**config.mk**
```make
export PLATFORM = sky130hd
export DESIGN_NAME = rad_sync_fifo_flat
export DESIGN_NICKNAME = d
export VERILOG_FILES = /design/src/rtl/rad_sync_fifo_pkg.sv /design/src/rtl/rad_sync_fifo_if.sv /design/src/rtl/rad_sync_fifo_mem.sv /design/src/rtl/rad_sync_fifo.sv /design/src/flat_wrapper.sv
export SDC_FILE = /design/constraint.sdc
export NUM_CORES = 1
export LEC_CHECK = 0
export ABC_AREA = 1
export CAP_MARGIN = 20
export CORE_MARGIN = 10
export CORE_UTILIZATION = 30
export DETAILED_ROUTE_END_ITERATION = 6
export HOLD_SLACK_MARGIN = 0.02
export SLEW_MARGIN = 15
export SYNTH_ARGS = -nofsm -noshare
export SYNTH_HDL_FRONTEND = slang
export SYNTH_SLANG_ARGS = --single-unit
export TNS_END_PERCENT = 5
```
**constraint.sdc**
```tcl
create_clock -name clk -period 3.5 [get_ports clk]
set_input_delay 1.05 -clock clk [delete_from_list [all_inputs] [get_ports clk]]
set_output_delay 1.05 -clock clk [all_outputs]
set_load 0.02 [all_outputs]
```
**src/rtl/rad_sync_fifo_pkg.sv**
```systemverilog
// Shared types, constants and helpers for the single-clock show-ahead FIFO.
// Build option: define RAD_SYNC_FIFO_PARITY_EN to store and check one
// even-parity bit per entry.
package rad_sync_fifo_pkg;

  // Pointer width for the default ADDRSIZE of 3 (wrap bit + 3 address bits).
  localparam int unsigned ADDRSIZE_DFLT = 3;
  typedef logic [ADDRSIZE_DFLT:0] ptr_dflt_t;

`ifdef RAD_SYNC_FIFO_PARITY_EN
  localparam int unsigned PAR_W = 1;
`else
  localparam int unsigned PAR_W = 0;
`endif

  // Widest data word the parity helper accepts.
  localparam int unsigned PAR_MAX_W = 64;

  // Number of storage entries for a given address width.
  function automatic int unsigned depth_of(input int unsigned addrsize);
    return 32'd1 << addrsize;
  endfunction

  // Bit that makes the XOR of data and parity zero.
  function automatic logic even_parity(input logic [PAR_MAX_W-1:0] data);
    return ^data;
  endfunction

endpackage

```
**src/rtl/rad_sync_fifo_if.sv**
```systemverilog
// Producer/consumer bundle of the sync FIFO.
//   wdata/wvalid/wready : write handshake
//   rdata/rvalid/rready : show-ahead read handshake
//   count/afull/aempty  : occupancy status
//   parity_err          : sticky storage parity error (0 when parity is not built)
// master = the side that uses the FIFO, slave = the FIFO itself.
interface rad_sync_fifo_if #(
  parameter int unsigned DSIZE    = 8,
  parameter int unsigned ADDRSIZE = 3
);

  logic [DSIZE-1:0]  wdata;
  logic              wvalid;
  logic              wready;
  logic [DSIZE-1:0]  rdata;
  logic              rvalid;
  logic              rready;
  logic [ADDRSIZE:0] count;
  logic              afull;
  logic              aempty;
  logic              parity_err;

  modport master (
    output wdata, wvalid, rready,
    input  wready, rdata, rvalid, count, afull, aempty, parity_err
  );

  modport slave (
    input  wdata, wvalid, rready,
    output wready, rdata, rvalid, count, afull, aempty, parity_err
  );

endinterface

```
**src/rtl/rad_sync_fifo_mem.sv**
```systemverilog
// Flop-array storage for the sync FIFO: synchronous write, combinational read.
//   clk       : clock
//   i_we      : write enable
//   i_waddr   : write address
//   i_wdata   : write word (data plus optional parity bit)
//   i_raddr   : read address
//   o_rdata_c : word at i_raddr, combinational
module rad_sync_fifo_mem
  import rad_sync_fifo_pkg::*;
#(
  parameter int unsigned WIDTH    = 8,
  parameter int unsigned ADDRSIZE = 3
) (
  input  logic                clk,
  input  logic                i_we,
  input  logic [ADDRSIZE-1:0] i_waddr,
  input  logic [WIDTH-1:0]    i_wdata,
  input  logic [ADDRSIZE-1:0] i_raddr,
  output logic [WIDTH-1:0]    o_rdata_c
);

  localparam int unsigned DEPTH = depth_of(ADDRSIZE);

  // Storage is intentionally not reset; entries are only meaningful once written.
  logic [WIDTH-1:0] r_mem [DEPTH];

  always_ff @(posedge clk) begin
    if (i_we) begin
      r_mem[i_waddr] <= i_wdata;
    end
  end

  assign o_rdata_c = r_mem[i_raddr];

endmodule

```
**src/rtl/rad_sync_fifo.sv**
```systemverilog
// Single-clock parametrised FIFO with show-ahead read, occupancy count,
// registered almost-full/almost-empty flags and optional per-entry parity.
// Build option: RAD_SYNC_FIFO_PARITY_EN adds an even-parity bit per entry and
// a sticky parity_err; without it parity_err is tied low.
//   clk : clock, all logic on posedge
//   rst : synchronous active-high reset (clears pointers, count and flags)
//   bus : rad_sync_fifo_if.slave -- write/read handshakes and status outputs
module rad_sync_fifo
  import rad_sync_fifo_pkg::*;
#(
  parameter int unsigned DSIZE         = 8,
  parameter int unsigned ADDRSIZE      = 3,
  parameter int unsigned AFULL_THRESH  = 6,
  parameter int unsigned AEMPTY_THRESH = 1
) (
  input  logic           clk,
  input  logic           rst,
  rad_sync_fifo_if.slave bus
);

  localparam int unsigned DEPTH = depth_of(ADDRSIZE);
  localparam int unsigned CW    = ADDRSIZE + 1;
  localparam int unsigned MW    = DSIZE + PAR_W;

  typedef logic [ADDRSIZE:0] ptr_t;

  localparam logic [ADDRSIZE:0] AFULL_T  = CW'(AFULL_THRESH);
  localparam logic [ADDRSIZE:0] AEMPTY_T = CW'(AEMPTY_THRESH);

  // Parameter legality, reported at elaboration.
  if (ADDRSIZE < 1) begin : g_chk_addrsize
    $error("rad_sync_fifo: ADDRSIZE must be >= 1 (got %0d)", ADDRSIZE);
  end
  if (DSIZE < 1) begin : g_chk_dsize
    $error("rad_sync_fifo: DSIZE must be >= 1 (got %0d)", DSIZE);
  end
  if (AFULL_THRESH < 1 || AFULL_THRESH > DEPTH) begin : g_chk_afull
    $error("rad_sync_fifo: AFULL_THRESH must be in 1..%0d (got %0d)", DEPTH, AFULL_THRESH);
  end
  if (AEMPTY_THRESH > DEPTH - 1) begin : g_chk_aempty
    $error("rad_sync_fifo: AEMPTY_THRESH must be in 0..%0d (got %0d)", DEPTH - 1, AEMPTY_THRESH);
  end
`ifdef RAD_SYNC_FIFO_PARITY_EN
  if (DSIZE > PAR_MAX_W) begin : g_chk_par_w
    $error("rad_sync_fifo: parity build supports DSIZE <= %0d (got %0d)", PAR_MAX_W, DSIZE);
  end
`endif

  ptr_t              r_wptr;
  ptr_t              r_rptr;
  logic [ADDRSIZE:0] r_count;
  logic              r_wready;
  logic              r_rvalid;
  logic              r_afull;
  logic              r_aempty;

  ptr_t              w_wptr_next;
  ptr_t              w_rptr_next;
  logic [ADDRSIZE:0] w_count_next;
  logic              w_full_next;
  logic              w_empty_next;
  logic              w_push;
  logic              w_pop;
  logic [MW-1:0]     w_wentry;
  logic [MW-1:0]     w_rentry;

  // Handshakes qualify on the registered space/data-available flags, so a
  // full FIFO cannot accept and an empty one cannot pop (no bypass paths).
  assign w_push = bus.wvalid && r_wready;
  assign w_pop  = r_rvalid && bus.rready;

  // Next pointers and occupancy.
  always_comb begin
    w_wptr_next  = r_wptr;
    w_rptr_next  = r_rptr;
    w_count_next = r_count;
    if (w_push) begin
      w_wptr_next = r_wptr + ptr_t'(1);
    end
    if (w_pop) begin
      w_rptr_next = r_rptr + ptr_t'(1);
    end
    case ({w_push, w_pop})
      2'b10:   w_count_next = r_count + CW'(1);
      2'b01:   w_count_next = r_count - CW'(1);
      default: w_count_next = r_count;
    endcase
  end

  // Full when the wrap bits differ but the address bits match; empty when equal.
  assign w_full_next  = (w_wptr_next[ADDRSIZE] != w_rptr_next[ADDRSIZE]) &&
                        (w_wptr_next[ADDRSIZE-1:0] == w_rptr_next[ADDRSIZE-1:0]);
  assign w_empty_next = (w_wptr_next == w_rptr_next);

  // Pointer, count and flag registers; flags come from next-state values so
  // they line up with count in the same cycle.
  always_ff @(posedge clk) begin
    if (rst) begin
      r_wptr   <= '0;
      r_rptr   <= '0;
      r_count  <= '0;
      r_wready <= 1'b1;
      r_rvalid <= 1'b0;
      r_afull  <= 1'b0;
      r_aempty <= 1'b1;
    end else begin
      r_wptr   <= w_wptr_next;
      r_rptr   <= w_rptr_next;
      r_count  <= w_count_next;
      r_wready <= !w_full_next;
      r_rvalid <= !w_empty_next;
      r_afull  <= (w_count_next >= AFULL_T);
      r_aempty <= (w_count_next <= AEMPTY_T);
    end
  end

  rad_sync_fifo_mem #(
    .WIDTH    (MW),
    .ADDRSIZE (ADDRSIZE)
  ) u_mem (
    .clk       (clk),
    .i_we      (w_push),
    .i_waddr   (r_wptr[ADDRSIZE-1:0]),
    .i_wdata   (w_wentry),
    .i_raddr   (r_rptr[ADDRSIZE-1:0]),
    .o_rdata_c (w_rentry)
  );

`ifdef RAD_SYNC_FIFO_PARITY_EN
  logic r_parity_err;
  logic w_par_bad;

  // Parity bit sits above the data; a good entry XORs to zero.
  assign w_wentry  = {even_parity(PAR_MAX_W'(bus.wdata)), bus.wdata};
  assign w_par_bad = w_pop && (^w_rentry);

  // Sticky until reset.
  always_ff @(posedge clk) begin
    if (rst) begin
      r_parity_err <= 1'b0;
    end else if (w_par_bad) begin
      r_parity_err <= 1'b1;
    end
  end

  assign bus.parity_err = r_parity_err;
`else
  assign w_wentry       = bus.wdata;
  assign bus.parity_err = 1'b0;
`endif

  assign bus.rdata  = w_rentry[DSIZE-1:0];
  assign bus.wready = r_wready;
  assign bus.rvalid = r_rvalid;
  assign bus.count  = r_count;
  assign bus.afull  = r_afull;
  assign bus.aempty = r_aempty;

endmodule

```
**src/flat_wrapper.sv**
```systemverilog
// flat-port wrapper written by rule: the top's interface ports become plain ports
module rad_sync_fifo_flat import rad_sync_fifo_pkg::*;
#(
  parameter int unsigned DSIZE         = 8,
  parameter int unsigned ADDRSIZE      = 3,
  parameter int unsigned AFULL_THRESH  = 6,
  parameter int unsigned AEMPTY_THRESH = 1
)
  (clk, rst, bus_wdata, bus_wvalid, bus_rready, bus_wready, bus_rdata, bus_rvalid, bus_count, bus_afull, bus_aempty, bus_parity_err);
  rad_sync_fifo_if #(.DSIZE(DSIZE), .ADDRSIZE(ADDRSIZE)) bus_i ();
  input  logic clk;
  input  logic rst;
  input wire logic [$bits(bus_i.wdata)-1:0] bus_wdata;
  input wire logic [$bits(bus_i.wvalid)-1:0] bus_wvalid;
  input wire logic [$bits(bus_i.rready)-1:0] bus_rready;
  output wire logic [$bits(bus_i.wready)-1:0] bus_wready;
  output wire logic [$bits(bus_i.rdata)-1:0] bus_rdata;
  output wire logic [$bits(bus_i.rvalid)-1:0] bus_rvalid;
  output wire logic [$bits(bus_i.count)-1:0] bus_count;
  output wire logic [$bits(bus_i.afull)-1:0] bus_afull;
  output wire logic [$bits(bus_i.aempty)-1:0] bus_aempty;
  output wire logic [$bits(bus_i.parity_err)-1:0] bus_parity_err;
  assign bus_i.wdata = bus_wdata;
  assign bus_i.wvalid = bus_wvalid;
  assign bus_i.rready = bus_rready;
  assign bus_wready = bus_i.wready;
  assign bus_rdata = bus_i.rdata;
  assign bus_rvalid = bus_i.rvalid;
  assign bus_count = bus_i.count;
  assign bus_afull = bus_i.afull;
  assign bus_aempty = bus_i.aempty;
  assign bus_parity_err = bus_i.parity_err;
  rad_sync_fifo #(.DSIZE(DSIZE), .ADDRSIZE(ADDRSIZE), .AFULL_THRESH(AFULL_THRESH), .AEMPTY_THRESH(AEMPTY_THRESH)) u_core (.clk(clk), .rst(rst), .bus(bus_i));
endmodule
```
Word level (Yosys, flattened, before mapping) --
Memories as Yosys holds them, arrays and structs flattened. A register that Yosys moved wholly into a read port is not among the register bits. Cells that the tools add are included.
Operators by class: add/subtract/negate cells 4, multipliers 0, div/mod/pow operators 0, order comparisons 2, eq/ne operators 5, shift operators 0, mux-type cells 6, bitwise gates (word level) 0, reduce and logical (&&, ||, !) cells 5
Operators by type and width (number):
- 4-bit by 1-bit adder with 4-bit output, second input constant | 3
- 4-bit two-way mux | 2
- 4-bit one-hot mux with 2 select lines | 1
- 4-bit == test | 1
- 4-bit by 3-bit >= comparator with 1-bit output, second input constant | 1
- 4-bit by 1-bit less-or-equal comparator with 1-bit output, second input constant | 1
- 4-bit by 1-bit subtractor with 4-bit output, second input constant | 1
- 3-bit == test | 1
- 1-bit logical AND | 3
- 3-bit two-way mux | 1
- 2-bit by 1-bit == test with 1-bit output, second input constant | 1
- 2-bit == test, second input constant | 1
- 1-bit zero test | 2
- 1-bit two-way mux | 2
- 1-bit != test | 1
Storage, ports and cells: register bits after elaboration 16, latch bits 0, memory bits (writable) 64, memory bits (read-only) 0, bits of input ports 12, output and inout port bits 17, logic and storage cells 30, memories kept 1
Memory list:
- u_core.u_mem.r_mem | depth 8, width 8, rd ports 1, clocked after memory_dff 1, wr ports 1, RTL line rad_sync_fifo_mem.sv:25 | logic [WIDTH-1:0] r_mem [DEPTH];

Depth between registers and ports, before layout --
Gate-level depths: netlist of the first run.
word-level depth 5, depth in mapped cells 14, depth with buffers taken out 14

Cells and area by module --
A second synthesis of the first run with hierarchy kept.
Second synthesis, totals: cell total of the unflattened synthesis 440, area total of the unflattened synthesis 3828.7 sq um
By module, submodules not included:
- rad_sync_fifo_mem | times used 1, cells an instance 295, area an instance 2890.3 sq um, sequential area each 1921.8 sq um
- rad_sync_fifo | times used 1, cells an instance 145, area an instance 938.4 sq um, sequential area each 320.3 sq um

Least setup slack after synthesis of the first run --
OpenSTA, ideal clock, no wires.
path kind input port to flip-flop, start point input bus_rready, end point register u_core.r_afull, in the netlist u_core.bus.afull, setup time 58 ps, arrival 2284 ps, data required time 3442 ps, slack 1158 ps, stages 14, buffers on the path 0, cell sequence nand2_2 > inv_2 > ha_1 > nand2_1 > inv_1 > nor2_1 > ha_1 > a21oi_1 > or2_0 > nand2_1 > nand2_1 > inv_1 > nand2_1 > nand2_1
Between the ends: longest elaborated chain between the ends 4, elaborated cells between the ends (all ways) 5, those cells by class 1 x order compare; 2 x eq/ne; 1 x mux; 1 x reduce/logical
RTL lines:
- start, declared | RTL line flat_wrapper.sv:15 | input wire logic [$bits(bus_i.rready)-1:0] bus_rready;
- 1-bit logical AND * | RTL line rad_sync_fifo.sv:70 | assign w_pop = r_rvalid && bus.rready;
- 2-bit by 1-bit == test with 1-bit output or 2-bit == test (tied branches) | RTL line rad_sync_fifo.sv:83 | case ({w_push, w_pop})
- 4-bit one-hot mux with 2 select lines * | RTL line rad_sync_fifo.sv:83
- 4-bit by 3-bit >= comparator with 1-bit output * | RTL line rad_sync_fifo.sv:112 | r_afull <= (w_count_next >= AFULL_T);
- end signal, assigned | RTL line rad_sync_fifo.sv:112
- end, declared | RTL line rad_sync_fifo.sv:54 | logic r_afull;
Mark *: on every way between the ends. The rest lies on a longest branch, timed or not. A chain may end at the register's enable or synchronous reset.

==> run metrics, run 1 <==
result of the run=finished, final reports clean; quantity of I/O buffers inserted on ports=27; detailed-route wire length per cell=14.5 µm; number of pins exceeding their max-slew limit in the final report=0; max-capacitance violation count=0; die extent in y=126 µm; number of iterations in the first detailed-routing pass=4; final worst path period share=94.0%; Tot Pwr=0.00237 W; TritonCTS buffer count=9; via count of the first global-routing pass=2,366; fraction of final layout cells sized beyond drive strength 1=11.9%; post-DP HPWL=between 4000 and 5000 µm; Syn. warnings=0; post-route antenna net violation count=0; instance count of the mapped netlist=324; clock root buffer=clkbuf_16; TNS Setup=0 ns; worst clock skew=about 0.012 ns; largest incremental delay on the critical path=~0.63 ns; Detailed Route Iter0 Violations=200; # setup viols final=0; pin count of the biggest net entering global routing=21; Vias/cell=4.63; Critical Path Slowest Stage Cell=clkdlybuf4s50_1; Layout Cell Area excl Fill=0.00418 mm²; number of top-level pins=29; DRC violations left=0; TritonCTS sink count=80; Initial Utilization=approximately 31%; via count of the routed design=2,359; number of rows in the core area=38; width of the chip=126 µm; Setup Crit Path Kind=reg -> out; CTS tree=built; mean instance size in the synthesized netlist=approximately 11 µm²; critical path cell sequence=buf_4 -> o21ai_0 -> o22ai_1 -> nor2_1 -> a31oi_1 -> clkdlybuf4s50_1; Static Leakage=1.60 nW; cell types with the largest area share after synthesis=edfxtp_1 56%, dfxtp_1 9.4%, nor2_1 8.6%; Max FO, Critical Path=13; most repeated cell in the gate-level netlist after synthesis=nor2_1; power density over the cells=about 570 mW/mm²; max frequency=between 300 and 400 MHz; kind of start point of the critical path=register; RD Place Congestion=approximately 0.75; path type of the worst min-delay path=reg -> reg; clock transition at the register clock pins on the worst setup and hold paths after CTS=about 0.06 ns; post-synthesis instance area=around 0.0034 mm²; Critical Path End Type=output pin; area growth from synthesis to layout=22.9%; total die area=0.0160 mm²; floorplan core area=0.0110 mm²; number of buffers added for setup after CTS=0; number of buffers inserted for hold repair after clock tree synthesis=0; #FFs+latches synth=80; post-route worst hold slack=0.525 ns; top_reg_cell synth=edfxtp_1; Final Hold Violating Endpoints=0; H-tree depth reported by CTS=3; maximum VDD drop=279 µV; synth unique cells=26; area after detailed placement=0.00389 mm²; Detailed Route WL=7400 µm; area leader, netlist=edfxtp_1; minimum period implied by the final worst setup slack=3.29 ns; nets in the synthesized netlist=341; async set-or-reset flop fraction in the synthesized netlist=0%; number of antenna violations at the first check in global routing=0; final antenna diode count=0; total congestion overflow after global routing=0; clk buf depth=2; latest clock arrival within the worst-skew pair=0.33 ns; Max transition margin=65.9%; required time of the worst setup path=2.45 ns; Post-synth EDFFs=64; slew at the pin with the worst max-slew slack=0.510 ns; number of nets at the end of the flow=382; portion of the post-synthesis area used by sequential elements=between 60% and 70%; unrepaired setup endpoints after global routing=no; first-pass GRT wire length=12,200 µm; most numerous cell types in the synthesized netlist=78 x nor2_1, 64 x edfxtp_1, 48 x nand2_1; top cell type's share of synthesized area=56.5%; number of gates resized after CTS=0; signal arrival time at the worst endpoint=2.24 ns; GRT Total Usage=9.45%
==> cell usage in the layout, fill, tap and decap left out <==
cell             count
conb_1               1
nand3_2              2
nor2_4               1
o21ai_0             30
nor2_1              78
nand2_2              2
inv_1               14
clkbuf_16            9
a21oi_1              5
clkinv_4             1
nand3_1              9
xor2_1               4
or2_0                1
nand2_1             48
inv_2                3
clkdlybuf4s50_1     27
o22ai_1              8
ha_1                 5
clkinvlp_4           1
nor2_2               2
inv_6                1
edfxtp_1            64
bufinv_16            1
dfxtp_1             16
clkinv_2             4
or2_1                1
xnor2_1              2
clkinvlp_2           1
o21ai_1              5
buf_4               16
a31oi_1              8
==> through the flow <==
stage / cells / setup slack, ns / util, %
after global placement: 494 / 0.430 / 35.4
after floorplan: 324 / 1.16 / -
after detailed placement: 494 / 0.403 / 35.4
final: 510 / 0.209 / 38.1
after global routing: 510 / 0.0433 / 38.1
after CTS: 510 / 0.179 / 38.1
==> path summary, 6_finish.rpt <==
kind	from	to	slack (ns)	cells past startpoint
worst min register to register	u_core.r_rptr[2]	u_core.r_rptr[2]	0.52	2
worst min-delay path	u_core.r_rptr[2]	u_core.r_rptr[2]	0.52	2
worst max register to register	u_core.bus.rvalid	u_core.bus.afull	1.57	14
worst max-delay path	u_core.r_rptr[0]	bus_rdata[7]	0.21	6
==> critical path: cells and delay by family, from the launching register on <==
kind,cells,cell delay [ns]
AND/OR/NAND/NOR,1,0.06
flip-flops,1,0.49
AO/OA/AOI/OAI,3,0.47
buffers and inverters,2,0.89
==> sequential cells by signal, indices dropped and copies added (netlist names) <==
name	count
u_core.bus.aempty	1
u_core.bus.afull	1
u_core.bus.count	4
u_core.bus.rvalid	1
u_core.bus.wready	1
u_core.r_rptr	4
u_core.r_wptr	4
u_core.u_mem.r_mem	64
==> area by class of cell <==
type	instances	area, µm²
Clock inverter	7	70.1
Clock buffer	9	225
Sequential cell	80	2240
Inverter	19	73.8
Timing Repair Buffer	43	390
Tap cell	140	175
Multi-Input combinational cell	212	1010
Fill cell	1072	6800
==> logic make-up (layout without fill, tap and decap cells) <==
kind of cell | Yosys count | count (layout) | synth area share [%]
adder cells (fa/ha/maj) | 5 | 5 | 1.84
buffers and inverters | 32 | 78 | 4.52
flip-flops | 80 | 80 | 65.9
AND/OR/NAND/NOR | 144 | 144 | 17.2
other | 1 | 1 | 0.110
XOR/XNOR | 6 | 6 | 1.54
AO/OA/AOI/OAI | 56 | 56 | 8.83
==> layer usage <==
layer  track usage (%)  routed length, µm
met1              11.7               3450
met2              14.6               3330
met3              3.87                472
met4              3.22                147
met5                 0                  0
==> power breakdown <==
part | internal, W | switching (W) | total (W) | leakage [nW]
Combinational | 0.000148 | 0.000212 | 0.000360 | 0.746
Clock | 0.000551 | 0.000367 | 0.000918 | 0.142
Sequential | 0.00107 | 0.0000244 | 0.00109 | 0.713
No activity file was read; power rests on OpenSTA's default activity.
==> run 2: changes to the inputs <==
--- a/config.mk
+++ b/config.mk
@@ -8,9 +8,10 @@
 export ABC_AREA = 1
 export CAP_MARGIN = 20
 export CORE_MARGIN = 10
-export CORE_UTILIZATION = 30
+export CORE_UTILIZATION = 57
 export DETAILED_ROUTE_END_ITERATION = 6
 export HOLD_SLACK_MARGIN = 0.02
+export PLACE_DENSITY = 0.79
 export SLEW_MARGIN = 15
 export SYNTH_ARGS = -nofsm -noshare
 export SYNTH_HDL_FRONTEND = slang
==> constraint.sdc (replaced) <==
create_clock -name clk -period 3.1 [get_ports clk]
set_input_delay 0.93 -clock clk [delete_from_list [all_inputs] [get_ports clk]]
set_output_delay 0.93 -clock clk [all_outputs]
set_load 0.02 [all_outputs]
==> run metrics, run 2 (synthesis results as in run 1) <==
number of buffers inserted for hold repair after clock tree synthesis=0; number of antenna violations at the first check in global routing=0; worst clock skew=roughly 0.0087 ns; setup slack after layout=0.0565 ns; signal arrival time at the worst endpoint=2.11 ns; number of rows in the core area=28; Critical Path End Type=output pin; clock root buffer=clkbuf_8; Largest register FFs=64; Max FO, Critical Path=20; quantity of I/O buffers inserted on ports=27; post-route antenna net violation count=0; Final Hold Violating Endpoints=0; Reg with most FFs=u_core.u_mem.r_mem; critical path cell sequence=buf_6 -> o21ai_0 -> o22ai_1 -> nor2_1 -> a31oi_1 -> clkdlybuf4s50_1; count of buffer and inverter cells on the critical path=2; result of the run=finished, final reports clean; Detailed Route Iter0 Violations=205; post-DP HPWL=4490 µm; DRC violations left=0; largest incremental delay on the critical path=0.64 ns; first-pass GRT wire length=11,400 µm; final antenna diode count=0; destination of the worst register-to-register timing path=u_core.bus.afull; latest clock arrival within the worst-skew pair=0.35 ns; CTS tree=built; Critical Path Slowest Stage Cell=clkdlybuf4s50_1; power density over the cells=~630 mW/mm²; kind of start point of the critical path=register; TritonCTS buffer count=9; startpoint of the worst-slack reg-to-reg timing path=u_core.bus.rvalid; launch point of the worst hold path=u_core.r_rptr[2]; filler cell count=433; Initial Utilization=~58%; number of pins exceeding their max-slew limit in the final report=0; area after detailed placement=0.00378 mm²; placement-stage worst setup slack=roughly 0.23 ns; worst reg-to-reg path cell count=14; Static Leakage=between 1.5 and 2 nW; via count of the first global-routing pass=2,300; path type of the worst min-delay path=reg -> reg; Hold Path Stages=2; floorplan core area=between 0.005 and 0.006 mm²; required time of the worst setup path=2.17 ns; TritonCTS sink count=80; number of nets at the end of the flow=378; unrepaired setup endpoints after global routing=yes; Vias/cell=5.33; maximum VDD drop=473 µV; pin count of the biggest net entering global routing=34; total die area=~0.0095 mm²; Max transition margin=~66%; width of the chip=a little under 100 µm; minimum period implied by the final worst setup slack=about 3 ns; H-tree depth reported by CTS=3; detailed-route wire length per cell=16.0 µm; most common library cell in the layout ignoring fill and taps=nor2_1; max-capacitance violation count=0; Detailed Route WL=about 7100 µm; most used cells in the layout excluding fill and tap cells=78 x nor2_1, 64 x edfxtp_1, 48 x nand2_1; # setup viols final=0; clk buf depth=2; slew at the pin with the worst max-slew slack=between 0.5 and 0.6 ns; Layout Cell Area excl Fill=0.00404 mm²; number of top-level pins=29; die extent in y=97.3 µm; TNS Setup=0 ns; RD Place Congestion=around 0.8; GRT Total Usage=about 15%; gate family responsible for the most delay along the worst path=buffers and inverters; final worst path period share=98.2%; area growth from synthesis to layout=18.7%; total congestion overflow after global routing=0; max frequency=329 MHz; Setup Crit Path Kind=reg -> out; number of iterations in the first detailed-routing pass=4; worst reg-to-reg setup slack=1.28 ns; fraction of final layout cells sized beyond drive strength 1=a little over a tenth; end point of the most critical hold path=u_core.r_rptr[2]; clock transition at the register clock pins on the worst setup and hold paths after CTS=around 0.080 ns; via count of the routed design=2,349
run 2: worst max path at each step:
stage / startpoint / end / depth (start not counted)
2_1_floorplan: bus_rready / u_core.bus.afull / 14
3_3_place_gp: bus_rready / u_core.bus.afull / 15
3_5_place_dp: bus_rready / u_core.bus.afull / 15
4_1_cts: u_core.r_rptr[1] / bus_rdata[7] / 5
5_1_grt: u_core.r_rptr[0] / bus_rdata[2] / 6
6_report: u_core.r_rptr[0] / bus_rdata[2] / 6
run 2: power breakdown:
group          internal [W]  switching (W)  total (W)
clock              0.000535       0.000388   0.000923
sequential          0.00120      0.0000270    0.00123
combinational      0.000159       0.000239   0.000398
total               0.00190       0.000654    0.00255
run 2: area by class of cell:
type                    count  area (µm²)  share of cell area, %
flip-flops and latches     80        2240                   55.6
multi-input cells         212        1010                   24.9
repair buffers             39         374                   9.27
clock buffers               9         124                   3.07
clock inverters             7         118                   2.91
well taps                  75        93.8                   2.32
inverters                  19        78.8                   1.95
run 2: stage by stage:
| step | hold WS, ns | power, W | util (%) | instances |
|---|---|---|---|---|
| floorplan | 0.486 | 0.00150 | - | 324 |
| global placement | 0.501 | 0.00165 | 64.5 | 425 |
| detailed placement | 0.505 | 0.00166 | 64.5 | 425 |
| CTS | 0.519 | 0.00256 | 68.7 | 441 |
| global route | 0.576 | 0.00265 | 69.0 | 441 |
| finish | 0.520 | 0.00255 | 69.0 | 441 |
run 2: layer usage:
layer / up-vias / part of all wire [%] / GRT usage, %
met5: - / 0 / 0
met4: 0 / 1.3 / 6.94
met1: 1089 / 42 / 19.4
met3: 8 / 8.8 / 5.26
met2: 78 / 48 / 22.5
li1: 1174 / - / -
run 2: tightest hold or removal path: stages, from the launching register on:
cell and delay [ns]:
dfxtp_1 0.34, nand2_1 0.09, a21oi_1 0.05
run 2: timing repair:
item | CTS | global route
gates cloned | 0 | 0
setup buffers | 0 | 0
setup endpoints to repair | 8 | 6
endpoints found under the hold margin | 0 | 0
resized for setup | 3 | 8
